<file path="src/rtl/option_fifo_sequencer.sv">
// option_fifo_sequencer: circular buffer of line markers and options feeding the line solver.
// Markers recirculate on pop. Options are held until a keep/drop verdict arrives.
module option_fifo_sequencer #(
    parameter int SIZE  = 3,
    parameter int DW    = 3,
    parameter int DEPTH = 64
) (
    input  logic                     clk_i,
    input  logic                     rst_ni,
    input  logic                     load_valid_i,
    output logic                     load_ready_o,
    input  logic                     load_is_line_i,
    input  logic [DW-1:0]            load_data_i,
    input  logic                     load_last_i,
    output logic                     out_valid_o,
    input  logic                     out_ready_i,
    output logic                     out_is_line_o,
    output logic [DW-1:0]            out_data_o,
    input  logic                     wb_valid_i,
    input  logic                     wb_keep_i,
    input  logic                     flush_i,
    output logic [$clog2(DEPTH):0]   occupancy_o,
    output logic                     busy_o,
    output logic                     err_o
);
    localparam int AW = $clog2(DEPTH);

    if (DW < SIZE || DW < $clog2(2 * SIZE) || (DEPTH & (DEPTH - 1)) != 0) begin : g_bad_param
        $error("option_fifo_sequencer: illegal DW or DEPTH");
    end

    typedef enum logic {LOAD, RUN} state_e;

    state_e        state_q, state_d;
    logic [AW-1:0] head_q, head_d, tail_q, tail_d;
    logic [AW:0]   occ_q, occ_d;
    logic          busy_q, busy_d, err_q, err_d;
    logic [DW:0]   hold_q, hold_d;
    logic [DW:0]   mem_q [DEPTH];

    logic [DW:0] head_entry, wr_data;
    logic        load_acc, pop, pop_line, pop_opt, verdict, requeue, wr_en;

    assign head_entry    = mem_q[head_q];
    assign out_is_line_o = head_entry[DW];
    assign out_data_o    = head_entry[DW-1:0];
    // The top occupancy bit is set only when all DEPTH slots are filled.
    assign load_ready_o  = (state_q == LOAD) & ~occ_q[AW];
    assign out_valid_o   = (state_q == RUN) & (occ_q != '0) & ~busy_q;
    assign occupancy_o   = occ_q;
    assign busy_o        = busy_q;
    assign err_o         = err_q;

    always_comb begin
        load_acc = load_valid_i & load_ready_o;
        pop      = out_valid_o & out_ready_i;
        pop_line = pop & out_is_line_o;
        pop_opt  = pop & ~out_is_line_o;
        verdict  = wb_valid_i & busy_q;
        requeue  = verdict & wb_keep_i;
        // Load, marker pop and verdict are mutually exclusive, so one write port suffices.
        wr_en    = ~flush_i & (load_acc | pop_line | requeue);
        wr_data  = load_acc ? {load_is_line_i, load_data_i} : pop_line ? head_entry : hold_q;
        state_d  = flush_i ? LOAD : (load_acc & load_last_i) ? RUN : state_q;
        head_d   = flush_i ? '0 : pop ? head_q + 1'b1 : head_q;
        tail_d   = flush_i ? '0 : wr_en ? tail_q + 1'b1 : tail_q;
        occ_d    = flush_i ? '0 : occ_q + (AW+1)'(load_acc | requeue) - (AW+1)'(pop_opt);
        busy_d   = ~flush_i & (pop_opt | (busy_q & ~verdict));
        hold_d   = pop_opt ? head_entry : hold_q;
        err_d    = err_q | (~flush_i & ((wb_valid_i & ~busy_q)
                 | (load_valid_i & (state_q != LOAD))
                 | (load_valid_i & load_last_i & ~load_ready_o & (state_q == LOAD))));
    end

    always_ff @(posedge clk_i or negedge rst_ni) begin
        if (!rst_ni) begin
            state_q <= LOAD;
            head_q  <= '0;
            tail_q  <= '0;
            occ_q   <= '0;
            busy_q  <= 1'b0;
            err_q   <= 1'b0;
            hold_q  <= '0;
        end else begin
            state_q <= state_d;
            head_q  <= head_d;
            tail_q  <= tail_d;
            occ_q   <= occ_d;
            busy_q  <= busy_d;
            err_q   <= err_d;
            hold_q  <= hold_d;
        end
    end

    always_ff @(posedge clk_i) begin
        if (wr_en) mem_q[tail_q] <= wr_data;
    end
endmodule

</file>
<file path="config.mk">
export PLATFORM = sky130hd
export DESIGN_NAME = option_fifo_sequencer
export DESIGN_NICKNAME = d
export VERILOG_FILES = /design/src/rtl/option_fifo_sequencer.sv
export SDC_FILE = /design/constraint.sdc
export NUM_CORES = 1
export LEC_CHECK = 0
export ABC_CLOCK_PERIOD_IN_PS = 5900
export CAP_MARGIN = 20
export CELL_PAD_IN_SITES_DETAIL_PLACEMENT = 1
export CELL_PAD_IN_SITES_GLOBAL_PLACEMENT = 2
export CORE_MARGIN = 2
export CORE_UTILIZATION = 45
export DETAILED_ROUTE_END_ITERATION = 10
export PLACE_DENSITY = 0.84
export SLEW_MARGIN = 20
export SYNTH_ARGS = -nofsm -noshare
export SYNTH_HDL_FRONTEND = slang
export SYNTH_SLANG_ARGS = --single-unit
</file>
<file path="constraint.sdc">
create_clock -name clk_i -period 5.9 [get_ports clk_i]
set_input_delay 1.18 -clock clk_i [delete_from_list [all_inputs] [get_ports clk_i]]
set_output_delay 1.18 -clock clk_i [all_outputs]
set_load 0.005 [all_outputs]
</file>
==> Word level (Yosys, flattened, before mapping) <==
Memory sizes are Yosys's and may differ from the RTL's.
Index checks and enable logic that the tools add are counted.
{ "totals": {"ff_bits": 26, "latch_bits": 0, "ram_bits": 256, "mem_bits_ro": 0, "output_inout_bits": 15, "elab_cells": 60, "mem_count": 1} }
{ "memory_table": {"columns": ["memory", "depth", "word_bits", "read_ports", "rd_ports_with_merged_regs", "write_ports", "line_no", "text"], "rows": [
  ["mem_q", 64, 4, 1, 0, 1, "39", "logic [DW:0] mem_q [DEPTH];"]
]} }
{ "classes": {"addsub": 4, "mul": 0, "n_div": 0, "magnitude_cmp": 0, "n_eq_ne": 0, "shift": 0, "mux": 11, "bitwise": 33, "n_reduce_logical": 4} }
{ "ops": {"columns": ["operator", "n"], "rows": [
  ["6-bit 2-to-1 mux", 4],
  ["1-bit bitwise AND", 19],
  ["6-bit by 1-bit adder with 6-bit output (second input constant)", 2],
  ["4-bit 2-to-1 mux", 2],
  ["7-bit by 1-bit adder with 7-bit output", 1],
  ["7-bit 2-to-1 mux", 1],
  ["1-bit NOT", 7],
  ["1-bit OR", 7],
  ["7-bit nonzero test", 1],
  ["7-bit by 1-bit subtractor with 7-bit output", 1],
  ["2-bit nonzero test", 3],
  ["1-bit 2-to-1 mux", 4]
]} }

==> Logic depth before layout (Yosys ltp) <==
Gate-level depths: netlist (run 1).
{ "logic_depth": {"word_depth": 10, "mapped_depth": 19, "depth_no_buf": 16} }

==> Least setup slack after synthesis (run 1) <==
OpenSTA, ideal clock, no wires.
{ "synth_path": {"path_type": "register -> register", "start": "register head_q[0]", "end": "memory mem_q[0][0] (netlist name) (data pin)", "setup_time_ps": 542, "arrival_ps": 3710, "required_ps": 5358, "slack_ps": 1648, "stages_incl_launch_ff": 12, "n_path_buf": 5, "period_less_slack_ps": 4252, "cell_sequence": "dfrtp_1 -> buf_6 -> buf_12 -> buf_8 -> buf_6 -> buf_6 -> mux2i_1 -> a221oi_1 -> o21ai_0 -> a221oi_1 -> a21oi_1 -> o211ai_1"} }
{ "synth_between": {"elab_chain_len": 4} }
{ "synth_rtl": {"columns": ["item", "line_no", "text"], "rows": [
  ["start: declaration", "35", "logic [AW-1:0] head_q, head_d, tail_q, tail_d;"],
  ["start signal: assignment", "78", "head_q <= '0;"],
  ["start signal: assignment", "86", "head_q <= head_d;"],
  ["memory 64 x 4 bit (*)", null, null],
  ["1-bit bitwise AND", "57", "pop_line = pop & out_is_line_o;"],
  ["4-bit 2-to-1 mux (*) (2 in a row)", "63", "wr_data = load_acc ? {load_is_line_i, load_data_i} : pop_line ? head_entry : hold_q;"],
  ["named net wr_data[0]", "41", "logic [DW:0] head_entry, wr_data;"],
  ["end: declaration", "39", null]
]} }
The timed path passes the listed nets; every way through them passes the cells marked *.

==> Final worst setup path (run 1) <==
{ "layout_path": {"start": "register head_q[2]", "end": "output port out_data_o[0]"} }
{ "layout_between": {"elab_chain_len": 1} }
{ "layout_rtl": {"columns": ["item", "line_no", "text"], "rows": [
  ["memory 64 x 4 bit", null, null],
  ["end: declaration", "18", "output logic [DW-1:0] out_data_o,"]
]} }
Every way passes these cells.

==> results of run 1 <==
state kept, by name (all words and copies together) (netlist names):
signal / cells
busy_o: 1
err_o: 1
head_q: 6
hold_q: 4
mem_q: 256
occupancy_o: 7
state_q: 1
tail_q: 6
critical path: cells and delay by family, from the launching register on:
kind	cells	cell delay, ps
compound gates	4	1010
buf+inv	3	850
flops	1	810
simple gates	1	680
metrics by stage:
stage                     setup WS [ps]  utilization, %  std cells  cell area (um^2)
after floorplan                    1650               -        728             11900
after global placement             1050            47.9       1064             12500
after detailed placement            864            47.9       1064             12500
after CTS                           343            51.4       1118             13400
after global routing                630            51.6       1119             13400
final                               805            51.6       1119             13400
cell usage after synthesis, drive strengths merged, types with 3 or more instances:
library cell  instances  share of area (%)
edfxtp              256                 64
mux2i                62                5.2
nor2                 59                1.9
mux4                 39                7.4
nor3                 31                1.3
dfrtp                26                5.5
a21oi                24                1.1
inv                  24               0.75
buf                  23                1.5
a221oi               18                1.4
nand2                18               0.57
o21ai                16               0.67
clkbuf               15               0.47
nand3                15               0.63
nor2b                14               0.73
ha                   11                1.2
nor4                  8               0.42
nand2b                5               0.26
o22ai                 5               0.26
xnor2                 5               0.37
a2111o                4               0.38
a211oi                4               0.25
o211ai                4               0.25
xor2                  4               0.29
a21o                  3               0.19
a22oi                 3               0.30
and2                  3               0.16
o221a                 3               0.28
o221ai                3               0.22
kinds of logic after synthesis:
kind of cell | synth area share (%)
adder cells (fa/ha/maj) | 1.32
buffers and inverters | 2.78
AO/OA/AOI/OAI | 6.32
flip-flops | 69.9
AND/OR/NAND/NOR | 6.42
XOR/XNOR | 0.660
multiplexers | 12.7
power by group:
group          switching [mW]  internal [mW]  leakage (nW)
logic                   0.521          0.249          1.13
clock network           0.749          0.989         0.441
registers              0.0454           2.46          2.64
total                    1.32           3.70          4.21
routing by layer:
metal	track usage (%)	routed length (um)	part of all wire, %	up-vias
met5	0	0	0	-
met4	7.23	1000	3.4	0
met3	3.09	1680	5.7	51
met2	35.0	14300	49	240
met1	29.8	12500	42	3560
li1	-	-	-	2942
final cells by class:
| class | count | area (um^2) | share of cell area [%] |
|---|---|---|---|
| clock buffer | 34 | 744 | 5.54 |
| clock inverter | 20 | 155 | 1.15 |
| timing repair buffer | 40 | 385 | 2.87 |
| multi-input combinational | 383 | 3300 | 24.5 |
| inverter | 25 | 93.8 | 0.698 |
| sequential | 282 | 8340 | 62.1 |
| tap | 335 | 419 | 3.12 |
path summary, 6_finish.rpt:
path | to | slack (ps)
setup / recovery | out_data_o[0] | 800
hold / removal | err_o$_DFF_PN0_ | 500
hold reg to reg | err_o$_DFF_PN0_ | 500
setup reg to reg | occupancy_o[6]$_DFF_PN0_ | 1060
max in group asynchronous | head_q[0]$_DFFE_PN0P_ | 4570
min in group asynchronous | occupancy_o[1]$_DFF_PN0_ | 1000
layout by cell type, fill, tap and decap left out, types with 3 or more instances in the layout:
cell type and count:
a2111o_1 4, a211oi_1 4, a21o_1 3, a21oi_1 22, a221oi_1 16, and2_1 3, buf_4 13, clkbuf_1 5
clkbuf_16 29, clkdlybuf4s50_1 26, clkinv_1 11, clkinv_2 6, dfrtp_1 24, edfxtp_1 256, ha_1 11, inv_1 24
mux2i_1 62, mux4_2 39, nand2_1 18, nand2b_1 5, nand3_1 15, nor2_1 58, nor2b_1 14, nor3_1 31
nor4_1 5, nor4_2 3, o211ai_1 4, o21ai_0 16, o221ai_1 3, o22ai_1 5, xnor2_1 5, xor2_1 4
==> results.tsv, run 1 <==
stage	metric	value	unit
sta	final hold violation count	0	
sta	Period minus WS final	5100	ps
layout	Nets	785	
worst_setup_path	Slowest-stage cell, CP	dfrtp_1	
sta	Setup-failing EPs final	0	
synth	EDFF count, synth	256	
worst_setup_path	CP Cell Sequence	nor2b_1 -> buf_4 -> a221oi_1 -> o21ai_0 -> a221oi_1 -> a21oi_1 -> inv_1 -> clkdlybuf4s50_1	
routing	Detail Route Antenna Nets	0	
clock_tree	Clock Sink Count	282	
clock_tree	Hold Buf Count CTS	0	
routing	Routed WL	29500	um
clock_tree	Clock Latency Late Sink	560	ps
worst_hold_path	Worst Hold Class	reg -> reg	
status	outcome	finished clean	
synth	syn_nets	752	
worst_setup_path	Crit. End Element	output pin	
die	core area	26100	um^2
worst_setup_path	CP max FO	16	
routing	router iterations before antenna repair	6	
sta	post-route clock skew	16.8	ps
clock_tree	Clock transition at path regs	60	ps
clock_tree	H-tree levels	1	
worst_setup_path	Setup CP Type	reg -> out	
sta	Final Max Tran Viols	0	
synth	cells after synthesis	728	
die	# rows	59	
placement	DP HPWL	19200	um
clock_tree	CTS buffer count	29	
clock_tree	CTS tree	done	
flow_run	Maximum Capacitance Violations	0	
die	die area	27800	um^2
global_route	antenna violations before repair	0	
routing	total vias in the final route	6793	
layout	fillers	2432	
pwr	power density cells	373	nW/um^2
routing	Via density	6.07	
synth	Top FF cell, synth	edfxtp_1	
clock_tree	Setup Buffers After CTS	0	
die	Die X	167	um
synth	Synth cell types	58	
global_route	largest net degree at the start of global routing	65	
global_route	vias in the first global route	7203	
routing	DRC viols	0	
routing	DR WL/cell	26.4	um
synth	Avg Inst Size Synth	16.4	um^2
placement	routability cong.	0.821	
pwr	VDD IR max	0.000325	V
sta	normalized max-slew margin	25.1	%
worst_hold_path	hold path startpoint	err_o$_DFF_PN0_	
layout	layout cells sized above 1	13.9	%
layout	Antenna diodes	0	
synth	Async S/R FF share, synth	9.22	%
clock_tree	CTS resizes	0	
global_route	overall global routing resource usage	21.5	%
pwr	overall power	5.01	mW
worst_setup_path	CP startpoint	head_q[2]$_DFFE_PN0P_	
worst_setup_path	Startpoint Class	register	
sta	worst hold margin	498	ps
pwr	Pleak	4.21	nW
die	initial core utilization	45.8	%
synth	Yosys reg bits	282	
worst_setup_path	Arrival @ worst endpoint	3920	ps
sta	actual slew at the worst max-slew pin	1120	ps
worst_setup_path	slowest cell delay on critical path	810	ps
sta	Max Fclk	196	MHz
clock_tree	clk root buf	clkbuf_16	
synth	synthesized cell area	11900	um^2
sta	RSZ-0062 raised after global routing	no	
layout	area delta synth->final	12.6	%
placement	PortBufs	26	
worst_hold_path	Hold Path Depth	1	
routing	drt initial violations	757	
worst_setup_path	CP dominant cell by count	a221oi_1	
die	Die H	167	um
global_route	global-route wire length before repair	45500	um
global_route	GRT Residual Overflow	0	
worst_setup_path	Worst Path Required	4720	ps
clock_tree	clock tree buffer depth	3	
sta	Total Neg Setup Slack	0	ps
synth	sequential share of the synthesized area	69.9	%
worst_setup_path	FF-to-FF path depth	17	
worst_setup_path	reg2reg start	head_q[0]$_DFFE_PN0P_	
synth	synth warn	0	
die	I/O pins	27	
sta	Final Cycle Share	86.4	%
No activity file was read; power rests on OpenSTA's default activity.
==> run 2: changes to the inputs <==
GPL_TIMING_DRIVEN = 0   (was not set)
PLACE_DENSITY = 0.87   (was 0.84)
==> results.tsv, run 2 (synthesized netlist as in run 1, its figures left out) <==
stage	metric	value	unit	change
pwr	power density cells	388	nW/um^2	+4.0%
routing	DRC viols	0		unchanged
worst_hold_path	Worst Hold Class	reg -> reg		
sta	normalized max-slew margin	36.8	%	+12 points
worst_setup_path	Buf+Inv Stages, Crit Path	7		+4
die	initial core utilization	45.8	%	unchanged
worst_setup_path	slowest cell delay on critical path	560	ps	-250 ps
global_route	GRT Residual Overflow	0		unchanged
worst_setup_path	CP max FO	10		-6
pwr	P_int	3.96	mW	+7.0%
pwr	Sequential Power Share	46.4	%	-3.6 points
placement	cell total after placement	1110		+4.3%
sta	Final Cycle Share	90.7	%	+4.4 points
placement	DP HPWL	22400	um	+17%
worst_setup_path	Worst Path Required	4720	ps	about the same
die	core area	26100	um^2	unchanged
pwr	Clock power frac	35.7	%	+1.0 points
clock_tree	CTS tree	done		
worst_setup_path	CP Cell Sequence	buf_6 -> buf_12 -> buf_8 -> buf_6 -> buf_4 -> mux2i_1 -> a221oi_1 -> a21oi_1 -> o21ai_0 -> a21oi_1 -> inv_1 -> clkdlybuf4s50_1		
clock_tree	Clock Sink Count	282		unchanged
routing	Via density	6.13		+0.93%
layout	Largest register FFs	256		unchanged
routing	Detail Route Antenna Nets	0		unchanged
placement	Cell Area, Placed	12800	um^2	+2.7%
layout	Antenna diodes	0		unchanged
layout	Nets	830		+5.7%
die	# rows	59		unchanged
clock_tree	clock tree buffer depth	3		unchanged
placement	routability cong.	0.890		+8.4%
sta	post-route clock skew	11.0	ps	-5.87 ps
die	Die X	167	um	unchanged
layout	Largest Register	mem_q		
routing	drt initial violations	734		-3.0%
sta	RSZ-0062 raised after global routing	no		
pwr	combinational share of power	17.9	%	+2.5 points
global_route	vias in the first global route	7676		+6.6%
worst_setup_path	Stages on worst setup path	12		+4
worst_setup_path	cell family with most CP delay	buffers and inverters		
worst_setup_path	FF-to-FF path depth	18		+1
global_route	overall global routing resource usage	23.7	%	+2.2 points
sta	actual slew at the worst max-slew pin	939	ps	-182 ps
sta	final hold violation count	0		unchanged
routing	Routed WL	32400	um	+9.9%
layout	fin area	13800	um^2	+2.8%
sta	PnR worst setup slack	546	ps	-259 ps
routing	total vias in the final route	7132		+5.0%
global_route	antenna violations before repair	0		unchanged
worst_setup_path	Setup CP Type	reg -> out		
placement	post-place setup slack	1170	ps	+301 ps
die	die area	27800	um^2	unchanged
placement	PortBufs	26		unchanged
clock_tree	clk root buf	clkbuf_16		
flow_run	Maximum Capacitance Violations	0		unchanged
sta	Max Fclk	187	MHz	-4.8%
clock_tree	Hold Buf Count CTS	0		unchanged
clock_tree	Clock transition at path regs	60	ps	about the same
global_route	global-route wire length before repair	49200	um	+8.1%
layout	fillers	2429		-0.12%
layout	layout cells sized above 1	16.4	%	+2.5 points
worst_setup_path	Crit. End Element	output pin		
clock_tree	H-tree levels	1		unchanged
routing	DR WL/cell	27.8	um	+5.6%
worst_hold_path	Hold Path Depth	1		unchanged
layout	commonest non-fill, non-tap cell in the layout	edfxtp_1		
worst_setup_path	Slowest-stage cell, CP	a221oi_1		
worst_setup_path	Startpoint Class	register		
clock_tree	Clock Latency Late Sink	550	ps	about the same
pwr	NetSw	1.40	mW	+6.8%
clock_tree	Setup Buffers After CTS	0		unchanged
layout	non-filler cells, final	1164		+4.0%
sta	Period minus WS final	5350	ps	+259 ps
routing	router iterations before antenna repair	5		-1
sta	Final Max Tran Viols	0		unchanged
clock_tree	CTS resizes	0		unchanged
sta	Setup-failing EPs final	0		unchanged
layout	area delta synth->final	15.8	%	
worst_setup_path	Arrival @ worst endpoint	4170	ps	+250 ps
global_route	largest net degree at the start of global routing	34		-48%
layout	most frequent cells in the layout	256 x edfxtp_1, 62 x mux2i_1, 58 x nor2_1, 39 x mux4_2, 31 x nor3_1		
clock_tree	CTS buffer count	29		unchanged
status	outcome	finished clean		
die	I/O pins	27		unchanged
pwr	VDD IR max	0.000268	V	-18%
pwr	Net Sw Frac	26.2	%	-0.043 points
pwr	Pleak	4.44	nW	+5.3%
die	Die H	167	um	unchanged
## run 2: cell count changes in the layout (fill, tap and decap cells not counted), moves of 4 or more
cell       before  now
clkbuf_1        5   15
buf_2           0    7
buf_6           0    5
buf_4          13   26
bufinv_16       2    6
## run 2: path summary, 6_finish.rpt
| check | from | to | slack (ps) |
|---|---|---|---|
| worst max-delay path | head_q[0]$_DFFE_PN0P_ | out_data_o[1] | 550 |
| worst min-delay path | err_o$_DFF_PN0_ | err_o$_DFF_PN0_ | 480 |
| worst max register to register | head_q[0]$_DFFE_PN0P_ | occupancy_o[6]$_DFF_PN0_ | 1100 |
| worst min register to register | err_o$_DFF_PN0_ | err_o$_DFF_PN0_ | 480 |
| max in group asynchronous | rst_ni | err_o$_DFF_PN0_ | 4820 |
| min in group asynchronous | rst_ni | occupancy_o[3]$_DFF_PN0_ | 650 |
## run 2: routing by layer
layer | part of all wire, % | GRT usage (%) | vias to the layer above
met5 | 0 | 0 | -
met4 | 3.4 | 8.55 | 0
met3 | 6.3 | 4.09 | 71
met2 | 49 | 40.1 | 282
met1 | 41 | 31.0 | 3734
li1 | - | - | 3045
## run 2: power groups by stage
stage	clock network, mW	registers (mW)	logic [mW]
after floorplan	0	2.55	0.475
final	1.91	2.49	0.962
after global routing	2.00	2.49	1.04
after CTS	1.93	2.49	0.960
after detailed placement	0	2.53	0.948
after global placement	0	2.59	0.750
## run 2: per-stage QoR
step	setup TNS (ps)	utilization [%]	power, mW	hold slack (ps)
2_1_floorplan	0	-	3.03	451
3_3_place_gp	-249780	48.4	3.34	442
3_5_place_dp	0	49.2	3.48	456
4_1_cts	0	53.0	5.38	473
5_1_grt	0	53.0	5.53	481
6_report	0	53.0	5.36	477
## run 2: area by class of cell
| cell class | instances | area (um^2) | area share, % |
|---|---|---|---|
| flip-flops and latches | 282 | 8340 | 60.3 |
| multi-input cells | 383 | 3280 | 23.7 |
| clock buffers | 29 | 726 | 5.25 |
| repair buffers | 47 | 457 | 3.30 |
| well taps | 335 | 419 | 3.03 |
| clock inverters | 25 | 269 | 1.95 |
| plain buffers | 38 | 238 | 1.72 |
| inverters | 25 | 93.8 | 0.679 |
